==> config.mk <==
export PLATFORM = sky130hd
export DESIGN_NAME = fpga_spi_slave
export DESIGN_NICKNAME = d
export VERILOG_FILES = /design/src/rtl/fpga_spi_pkg.sv /design/src/rtl/spi_input_sync.sv /design/src/rtl/fpga_spi_slave.sv
export SDC_FILE = /design/constraint.sdc
export NUM_CORES = 1
export LEC_CHECK = 0
export BUFFER_PORTS_ARGS = -buffer_cell sky130_fd_sc_hd__buf_2
export CAP_MARGIN = 20
export CORE_MARGIN = 5
export CORE_UTILIZATION = 50
export DETAILED_ROUTE_END_ITERATION = 10
export GPL_TIMING_DRIVEN = 0
export HOLD_SLACK_MARGIN = 0.05
export PLACE_DENSITY = 0.84
export SYNTH_ARGS = -nofsm -noshare
export SYNTH_HDL_FRONTEND = slang
export SYNTH_HIERARCHICAL = 1
export SYNTH_SLANG_ARGS = --single-unit
export TNS_END_PERCENT = 30
==> constraint.sdc <==
create_clock -name FPGA_clk -period 1.8 [get_ports FPGA_clk]
set_input_delay 0.36 -clock FPGA_clk [delete_from_list [all_inputs] [get_ports FPGA_clk]]
set_output_delay 0.36 -clock FPGA_clk [all_outputs]
set_load 0.01 [all_outputs]
==> src/rtl/fpga_spi_pkg.sv <==
// Shared types and defaults for the Arduino <-> FPGA SPI link.
package fpga_spi_pkg;

  typedef enum logic {SPI_IDLE, SPI_SHIFT} spi_state_t;

  localparam int unsigned SPI_DATA_W  = 8;
  localparam logic [7:0]  SPI_TX_IDLE = 8'h00;

endpackage

==> src/rtl/spi_input_sync.sv <==
// Multi-flop synchronizer that brings one asynchronous SPI pin into FPGA_clk.
// RST_VAL sets the idle level the chain holds during reset.
module spi_input_sync #(
  parameter int unsigned STAGES  = 2,
  parameter logic        RST_VAL = 1'b0
) (
  input  logic FPGA_clk,
  input  logic FPGA_reset,
  input  logic din,
  output logic dout
);

  logic [STAGES-1:0] sr;

  // Shift the raw pin through the synchronizer chain.
  always_ff @(posedge FPGA_clk or posedge FPGA_reset) begin
    if (FPGA_reset) sr <= {STAGES{RST_VAL}};
    else            sr <= {sr[STAGES-2:0], din};
  end

  assign dout = sr[STAGES-1];

endmodule

==> src/rtl/fpga_spi_slave.sv <==
// SPI mode-0 slave (CPOL=0, CPHA=0, MSB first), FPGA end of the Arduino link.
// Oversamples sclk/mosi/ss_n in FPGA_clk; sclk must be <= FPGA_clk/8.
// Optional macro FPGA_SPI_ECHO_EN: with no tx byte pending, the shifter loads
// the most recently received byte instead of TX_IDLE.
module fpga_spi_slave
  import fpga_spi_pkg::*;
#(
  parameter int unsigned       DATA_W   = SPI_DATA_W,
  parameter int unsigned       SYNC_STG = 2,
  parameter logic [DATA_W-1:0] TX_IDLE  = DATA_W'(SPI_TX_IDLE)
) (
  input  logic              FPGA_clk,
  input  logic              FPGA_reset,
  input  logic              arduino_sclk,
  input  logic              arduino_mosi,
  input  logic              arduino_ss_n,
  output logic              fpga_physical_miso,
  input  logic [DATA_W-1:0] tx_data,
  input  logic              tx_valid,
  output logic              tx_ready,
  output logic [DATA_W-1:0] rx_data,
  output logic              rx_valid,
  output logic              busy,
  output logic              frame_abort
);

  localparam int unsigned      CNT_W = $clog2(DATA_W + 1);
  localparam logic [CNT_W-1:0] LAST  = CNT_W'(DATA_W - 1);

  spi_state_t state, state_next;

  logic sclk_s, mosi_s, ss_s;
  logic sclk_d, ss_d;
  logic sclk_rise, sclk_fall, ss_rise, ss_fall;

  logic [CNT_W-1:0]  bit_cnt;
  logic [DATA_W-2:0] rx_shift;
  logic [DATA_W-2:0] tx_shift;
  logic [DATA_W-1:0] hold;
  logic              hold_full;
  logic [DATA_W-1:0] rx_next;
  logic [DATA_W-1:0] load_val;

  logic do_load, do_sample, do_finish, do_shift, do_end;

  spi_input_sync #(.STAGES(SYNC_STG), .RST_VAL(1'b0)) u_sclk_sync (
    .FPGA_clk(FPGA_clk), .FPGA_reset(FPGA_reset), .din(arduino_sclk), .dout(sclk_s)
  );
  spi_input_sync #(.STAGES(SYNC_STG), .RST_VAL(1'b0)) u_mosi_sync (
    .FPGA_clk(FPGA_clk), .FPGA_reset(FPGA_reset), .din(arduino_mosi), .dout(mosi_s)
  );
  spi_input_sync #(.STAGES(SYNC_STG), .RST_VAL(1'b1)) u_ss_sync (
    .FPGA_clk(FPGA_clk), .FPGA_reset(FPGA_reset), .din(arduino_ss_n), .dout(ss_s)
  );

  // Edge-detect delay flops for the synchronized sclk and ss_n.
  always_ff @(posedge FPGA_clk or posedge FPGA_reset) begin
    if (FPGA_reset) begin
      sclk_d <= 1'b0;
      ss_d   <= 1'b1;
    end else begin
      sclk_d <= sclk_s;
      ss_d   <= ss_s;
    end
  end

  assign sclk_rise = sclk_s & ~sclk_d;
  assign sclk_fall = ~sclk_s & sclk_d;
  assign ss_rise   = ss_s & ~ss_d;
  assign ss_fall   = ~ss_s & ss_d;

  assign rx_next  = {rx_shift, mosi_s};
  assign tx_ready = ~hold_full;
  assign busy     = (state == SPI_SHIFT);

  // State register.
  always_ff @(posedge FPGA_clk or posedge FPGA_reset) begin
    if (FPGA_reset) state <= SPI_IDLE;
    else            state <= state_next;
  end

  // Next state and one-hot datapath actions; ss_n rise outranks any sclk edge.
  always_comb begin
    state_next = state;
    do_load    = 1'b0;
    do_sample  = 1'b0;
    do_finish  = 1'b0;
    do_shift   = 1'b0;
    do_end     = 1'b0;
    case (state)
      SPI_IDLE: begin
        if (ss_fall) begin
          state_next = SPI_SHIFT;
          do_load    = 1'b1;
        end
      end
      SPI_SHIFT: begin
        if (ss_rise) begin
          state_next = SPI_IDLE;
          do_end     = 1'b1;
        end else if (sclk_rise) begin
          if (bit_cnt == LAST) do_finish = 1'b1;
          else                 do_sample = 1'b1;
        end else if (sclk_fall && bit_cnt != '0) begin
          do_shift = 1'b1;
        end
      end
      default: state_next = SPI_IDLE;
    endcase
  end

`ifdef FPGA_SPI_ECHO_EN
  // Byte for the next frame; echo uses the byte completing this very cycle.
  always_comb load_val = hold_full ? hold : (do_finish ? rx_next : rx_data);
`else
  // Byte for the next frame: pending tx byte or the idle filler.
  always_comb load_val = hold_full ? hold : TX_IDLE;
`endif

  // Shift registers, bit counter, tx holding register and output pulses.
  always_ff @(posedge FPGA_clk or posedge FPGA_reset) begin
    if (FPGA_reset) begin
      bit_cnt            <= '0;
      rx_shift           <= '0;
      tx_shift           <= '0;
      hold               <= '0;
      hold_full          <= 1'b0;
      rx_data            <= '0;
      rx_valid           <= 1'b0;
      frame_abort        <= 1'b0;
      fpga_physical_miso <= 1'b0;
    end else begin
      rx_valid    <= 1'b0;
      frame_abort <= 1'b0;

      // A consume only happens when full and a write only when empty, so a
      // write offered during a consume from empty lands after the TX_IDLE load.
      if ((do_load || do_finish) && hold_full) begin
        hold_full <= 1'b0;
      end else if (tx_valid && !hold_full) begin
        hold      <= tx_data;
        hold_full <= 1'b1;
      end

      if (do_load) begin
        bit_cnt            <= '0;
        tx_shift           <= load_val[DATA_W-2:0];
        fpga_physical_miso <= load_val[DATA_W-1];
      end

      if (do_sample) begin
        rx_shift <= rx_next[DATA_W-2:0];
        bit_cnt  <= bit_cnt + 1'b1;
      end

      if (do_finish) begin
        rx_data            <= rx_next;
        rx_valid           <= 1'b1;
        bit_cnt            <= '0;
        tx_shift           <= load_val[DATA_W-2:0];
        fpga_physical_miso <= load_val[DATA_W-1];
      end

      if (do_shift) begin
        fpga_physical_miso <= tx_shift[DATA_W-2];
        tx_shift           <= tx_shift << 1;
      end

      if (do_end) begin
        frame_abort        <= (bit_cnt != '0);
        bit_cnt            <= '0;
        fpga_physical_miso <= 1'b0;
      end
    end
  end

endmodule

# Word level (Yosys, flattened, before mapping)
# Cells that the tools add are included.
[classes] add_sub_neg=1 eq_ne=1 muxes=34 n_bitwise=11 n_reduce_logical=11
[op_table] cell="$mux W1" n=25
[op_table] cell="$mux W7" n=3
[op_table] cell="$mux W4" n=4
[op_table] cell="$reduce_bool A4 Y1" n=3
[op_table] cell="$mux W8" n=1
[op_table] cell="$not A1 Y1" n=7
[op_table] cell="$add A4 B1 Y4 const B" n=1
[op_table] cell="$and A1 B1 Y1" n=4
[op_table] cell="$eq A4 B3 Y1 const B" n=1
[op_table] cell="$logic_and A1 B1 Y1" n=3
[op_table] cell="$reduce_bool A3 Y1" n=1
[op_table] cell="$pmux W1 S2" n=1
[op_table] cell="$reduce_and A2 Y1" n=1
[op_table] cell="$reduce_bool A2 Y1" n=1
[op_table] cell="$logic_not A1 Y1" n=1
[op_table] cell="$logic_or A1 B1 Y1" n=1
[word_totals] regBits=47 inputBits=14 out_inout_bits=13 word_cells=73

# Depth between registers and ports, before layout
[depth] ltp_word=9 mapped_depth=8 depth_no_buf=6

# Cells and area by module
# Netlist, hierarchy kept.
[modules_own_cells] mod="fpga_spi_slave" n_inst=1 cells_per_inst=163 area_each_um2=1823.0
[modules_own_cells] mod="spi_input_sync (u_mosi_sync ...)" n_inst=2 cells_per_inst=3 area_each_um2=53.8
[modules_own_cells] mod="spi_input_sync (u_ss_sync)" n_inst=1 cells_per_inst=3 area_each_um2=56.3

# Worst setup path before layout
# Ideal clock, no wire load.
[synth_path] path_type="register to register" startpoint="register ss_d" endpoint="register hold_full" setup_time_ns=0.120 arrival_ns=1.589 required_time_ns=1.680 path_slack_ns=0.091 path_stages_with_launch=6 synth_period_minus_slack_ns=1.709 path_cell_list="dfstp_2 -> nor2b_1 -> or4_4 -> buf_6 -> buf_6 -> a31o_1"
[synth_via] elab_chain_len=7 elab_cells_between_ends=11 cone_classes="mux (5); bitwise (3); reduce/logical (3)"
[synth_lines] item="from (decl)" line_no="fpga_spi_slave.sv:33" source="logic sclk_d, ss_d;"
[synth_lines] item="from (signal assigned)" line_no="fpga_spi_slave.sv:63" source="ss_d <= ss_s;"
[synth_lines] item="$not A1 Y1" line_no="fpga_spi_slave.sv:69" source="assign ss_rise = ss_s & ~ss_d;"
[synth_lines] item="$and A1 B1 Y1" line_no="fpga_spi_slave.sv:69"
[synth_lines] item="$mux W1" line_no="fpga_spi_slave.sv:98" source="if (ss_rise) begin"
[synth_lines] item="$mux W1" line_no="fpga_spi_slave.sv:90" source="case (state)"
[synth_lines] item="$logic_or A1 B1 Y1 *" line_no="fpga_spi_slave.sv:138" source="if ((do_load || do_finish) && hold_full) begin"
[synth_lines] item="$logic_and A1 B1 Y1 *" line_no="fpga_spi_slave.sv:138"
[synth_lines] item="$mux W1 or $reduce_bool A2 Y1 (tied branches)"
[synth_lines] item="to (signal assigned)" line_no="fpga_spi_slave.sv:127" source="hold_full <= 1'b0;"
[synth_lines] item="to (signal assigned)" line_no="fpga_spi_slave.sv:139" source="hold_full <= 1'b0;"
[synth_lines] item="to (signal assigned)" line_no="fpga_spi_slave.sv:142" source="hold_full <= 1'b1;"
[synth_lines] item="to (decl)" line_no="fpga_spi_slave.sv:40" source="logic hold_full;"
# Mark *: on every way between the ends. The rest lies on a longest branch, timed or not.
# A chain may end at the register's enable or synchronous reset.

# Worst setup path after layout
[layout_path] startpoint="register bit_cnt[1]" endpoint="register tx_shift[1]"
[layout_via] elab_chain_len=7 elab_cells_between_ends=14 cone_classes="eq/ne (1); mux (10); reduce/logical (3)"
[layout_lines] item="from (decl)" line_no="fpga_spi_slave.sv:36" source="logic [CNT_W-1:0] bit_cnt;"
[layout_lines] item="from (signal assigned)" line_no="fpga_spi_slave.sv:153" source="bit_cnt <= bit_cnt + 1'b1;"
[layout_lines] item="$eq A4 B3 Y1 *" line_no="fpga_spi_slave.sv:102" source="if (bit_cnt == LAST) do_finish = 1'b1;"
[layout_lines] item="$mux W1 *" line_no="fpga_spi_slave.sv:102"
[layout_lines] item="$mux W1 *" line_no="fpga_spi_slave.sv:101" source="end else if (sclk_rise) begin"
[layout_lines] item="$mux W1 *" line_no="fpga_spi_slave.sv:98"
[layout_lines] item="$mux W1 *" line_no="fpga_spi_slave.sv:90"
[layout_lines] item="via do_finish" line_no="fpga_spi_slave.sv:44" source="logic do_load, do_sample, do_finish, do_shift, do_end;"
[layout_lines] item="$mux W7" line_no="fpga_spi_slave.sv:156" source="if (do_finish) begin"
[layout_lines] item="$mux W7" line_no="fpga_spi_slave.sv:164" source="if (do_shift) begin"
[layout_lines] item="to (signal assigned)" line_no="fpga_spi_slave.sv:147" source="tx_shift <= load_val[DATA_W-2:0];"
[layout_lines] item="to (signal assigned)" line_no="fpga_spi_slave.sv:160" source="tx_shift <= load_val[DATA_W-2:0];"
[layout_lines] item="to (signal assigned)" line_no="fpga_spi_slave.sv:166" source="tx_shift <= tx_shift << 1;"
[layout_lines] item="to (decl)" line_no="fpga_spi_slave.sv:38" source="logic [DATA_W-2:0] tx_shift;"
# The timed path passes the listed nets; every way through them passes the cells marked *.

==> impl_metrics.csv <==
group,metric,value,unit
global_route,track_usage,15.3,%
setup_path,crit_fanout,10,
global_route,grt_pass1_vias,1346,
cts,path_clk_slew,0.09,ns
timing,clock.fmax,553,MHz
setup_path,timing.rr.end,"tx_shift[1]",
global_route,gr-total-overflow,0,
timing,setup_viol,1,
logic_synthesis,netlist_area,1990,um^2
setup_path,r2r_slack,-0.008,ns
cts,cts_tree,"yes",
timing,fin_ws,-0.00777,ns
power_and_ir_drop,powerDensity,1190,nW/um^2
routing,ant_nets,0,
logic_synthesis,ys_top_cells_by_area,"dfrtp_1 (55%), mux2_2 (8.5%), nand2_1 (4.9%), dfstp_2 (4.0%), o211ai_1 (3.0%)",
power_and_ir_drop,p_leak,1.12,nW
power_and_ir_drop,finalPower,2.78,mW
cts,htree_levels,2,
logic_synthesis,synthArstFlopShare,100,%
routing,num_vias,1374,
worst_hold_path,whs_endpoint,"u_ss_sync/sr[0]",
logic_synthesis,syn_avg_cell_area,11.6,um^2
place,hpwl,2570,um
logic_synthesis,ys_seq_elements,47,
worst_hold_path,hold_depth,1,
timing,whs,0.143,ns
die,coreArea,3910,um^2
logic_synthesis,yosysTopAreaCell,"dfrtp_1",
logic_synthesis,synth-adder-area-share,1.26,%
die,die-area,5330,um^2
global_route,antenna_found_initial,0,
setup_path,startpoint_type,"flop",
power_and_ir_drop,vdd_drop_max,0.870,mV
status,status,"finished, violations left",
layout,num-fill-cells,344,
logic_synthesis,synth_xor_area_share,0,%
logic_synthesis,synth.yosys.seq_area_share,59.4,%
layout,nets,224,
flow_run,cap_viol_max_count,0,
logic_synthesis,yosys_most_used_dff,"dfrtp_1",
layout,syn_to_final_growth,17.8,%
logic_synthesis,yosysWarnings,6,
cts,cts.root.buffer_cell,"clkbuf_8",
layout,multiInputGateArea,706,um^2
place,io_buffers,26,
layout,ff_latch_area,1180,um^2
cts,clk_latency,0.31,ns
logic_synthesis,yosys.area_share.simple,14.0,%
timing,fin_crit_sh,100,%
logic_synthesis,synth_most_common_cell,"dfrtp_1",
layout,diodes,0,
routing,drtIter0Drc,76,
timing,rsz0062_at_grt,"yes",
routing,post_drt_wl_per_cell,14.1,um
worst_hold_path,holdCritStartpoint,"arduino_ss_n",
setup_path,cp.required,2.03,ns
routing,drc,0,
logic_synthesis,synth_top_family_by_area,"simple AND/OR/NAND/NOR gates",
timing,relSlewSlack,45.0,%
routing,first_pass_iters,4,
logic_synthesis,synth_compound_area_share,10.3,%
logic_synthesis,synth_cell_types,33,
timing,fin_worst_skew,0.00607,ns
logic_synthesis,synthCells,172,
logic_synthesis,synth_nets,188,
global_route,grt_first_pass_wirelength,6200,um
setup_path,end_kind,"flop",
die,num_rows,23,
global_route,grt_max_degree,42,
cts,cts_buffer_depth,2,
die,dieWidth,73.0,um
layout,drive_above_1_share,32.5,%
logic_synthesis,muxShareOfSynthArea,9.01,%
cts,clock_sinks,47,
status,violations,"setup timing",
timing,finalHoldViolations,0,
logic_synthesis,synth_top_area_share,55.4,%
logic_synthesis,synth_common_cells,"dfrtp_1 (44), nand2_1 (26), mux2_2 (15), a21oi_1 (10), inv_1 (9)",
logic_synthesis,synth_edf_count,0,
timing,finalCriticalPeriod,1.81,ns
setup_path,reg2reg_depth,8,
timing,slew_viol_final,0,
routing,viasPerCell,5.31,
layout,finalCoreUtilization,59.8,%
timing,tightest_slew,0.824,ns
place,gp_congestion,0.830,
die,start_util,50.8,%
worst_hold_path,hp-class,"in2reg",
setup_path,crit_type,"reg2reg",
routing,routed_wl,3650,um
setup_path,reg2reg_from,"bit_cnt[1]",
die,num_io_pins,27,
setup_path,cp_data_arrival_time,2.04,ns
die,die_h,73.0,um
cts,numCtsBuffers,5,
## layer usage
layer	share of wire, %	vias to the layer above	wire length, um	track usage, %
met2	51	29	1850	24.5
met5	0	-	0	0
li1	-	662	-	-
met4	2.4	0	87	7.38
met1	43	675	1570	19.4
met3	3.8	8	140	3.72
## metrics by stage
stage               setup WS (ns)  std cells  setup TNS, ns  area [um^2]
CTS                        0.0101        258              0         2320
detailed placement        -0.0189        248        -0.0189         2180
global route              -0.0962        259         -0.514         2340
global placement          -0.0830        248          -3.28         2180
finish                   -0.00777        259       -0.00777         2340
floorplan                  0.0913        172              0         1990
## how the worst max path moves through the flow
stage | startpoint | end | slack (ns) | depth (start not counted)
floorplan | ss_d | hold_full | 0.09 | 5
global placement | FPGA_reset | frame_abort | -0.08 | 2
detailed placement | bit_cnt[0] | tx_shift[2] | -0.02 | 6
CTS | bit_cnt[1] | tx_shift[1] | 0.01 | 8
global route | bit_cnt[1] | tx_shift[1] | -0.1 | 8
finish | bit_cnt[1] | tx_shift[1] | -0.008 | 8
## layout make-up
cell class,count,share of cell area (%)
Clock inverter,3,2.03
Multi-Input combinational cell,105,30.1
Buffer,9,2.89
Clock buffer,5,2.94
Inverter,11,2.30
Tap cell,50,2.67
Sequential cell,47,50.4
Timing Repair Buffer,29,6.63
## what timing repair did
item / CTS / global route
hold buffers: 1 / 0
pin swaps: 0 / 0
setup endpoints to repair: 6 / 16
hold endpoints to repair: 4 / 0
resized for setup: 1 / 6
buffers inserted: 1 / 1
## critical path: stages (launching register included)
cell,delay (ns)
dfrtp_1,0.40
ha_2,0.22
nand3b_1,0.12
or4_4,0.43
buf_6,0.17
clkinv_8,0.07
buf_12,0.12
o211ai_4,0.08
a21oi_1,0.12
## power breakdown
group	switching, mW	leakage [nW]	internal, mW
Sequential	0.171	0.593	1.32
Combinational	0.232	0.470	0.269
Clock	0.369	0.0587	0.421
## state kept, by name, indices dropped and copies added (netlist names)
signal and count:
hold 8, rx_valid 1, fpga_physical_miso 1, rx_shift 7, sclk_d 1, busy 1, u_sclk_sync/sr 2, rx_data 8
hold_full 1, u_mosi_sync/sr 2, frame_abort 1, ss_d 1, bit_cnt 4, tx_shift 7, u_ss_sync/sr 2
## cell families after synthesis
family	after synthesis
AO/OA/AOI/OAI	31
adder cells (fa/ha/maj)	2
buffers and inverters	20
flip-flops	47
multiplexers	16
AND/OR/NAND/NOR	56
## placed cells by master (no fill, tap or decap), types with 2 or more instances in the layout
| master | instances |
|---|---|
| nor2b_1 | 2 |
| buf_4 | 2 |
| nand3_1 | 4 |
| nand2_1 | 26 |
| mux2_2 | 15 |
| nand4_1 | 5 |
| dfrtp_1 | 44 |
| dfstp_2 | 3 |
| buf_1 | 2 |
| buf_2 | 27 |
| buf_6 | 2 |
| o211ai_1 | 8 |
| a21oi_1 | 10 |
| inv_2 | 2 |
| a31oi_1 | 8 |
| o21ai_0 | 2 |
| inv_1 | 8 |
| nor2_1 | 7 |
| nand2b_1 | 3 |
| clkbuf_8 | 5 |
| clkbuf_1 | 2 |
No activity file was read; power rests on OpenSTA's default activity.
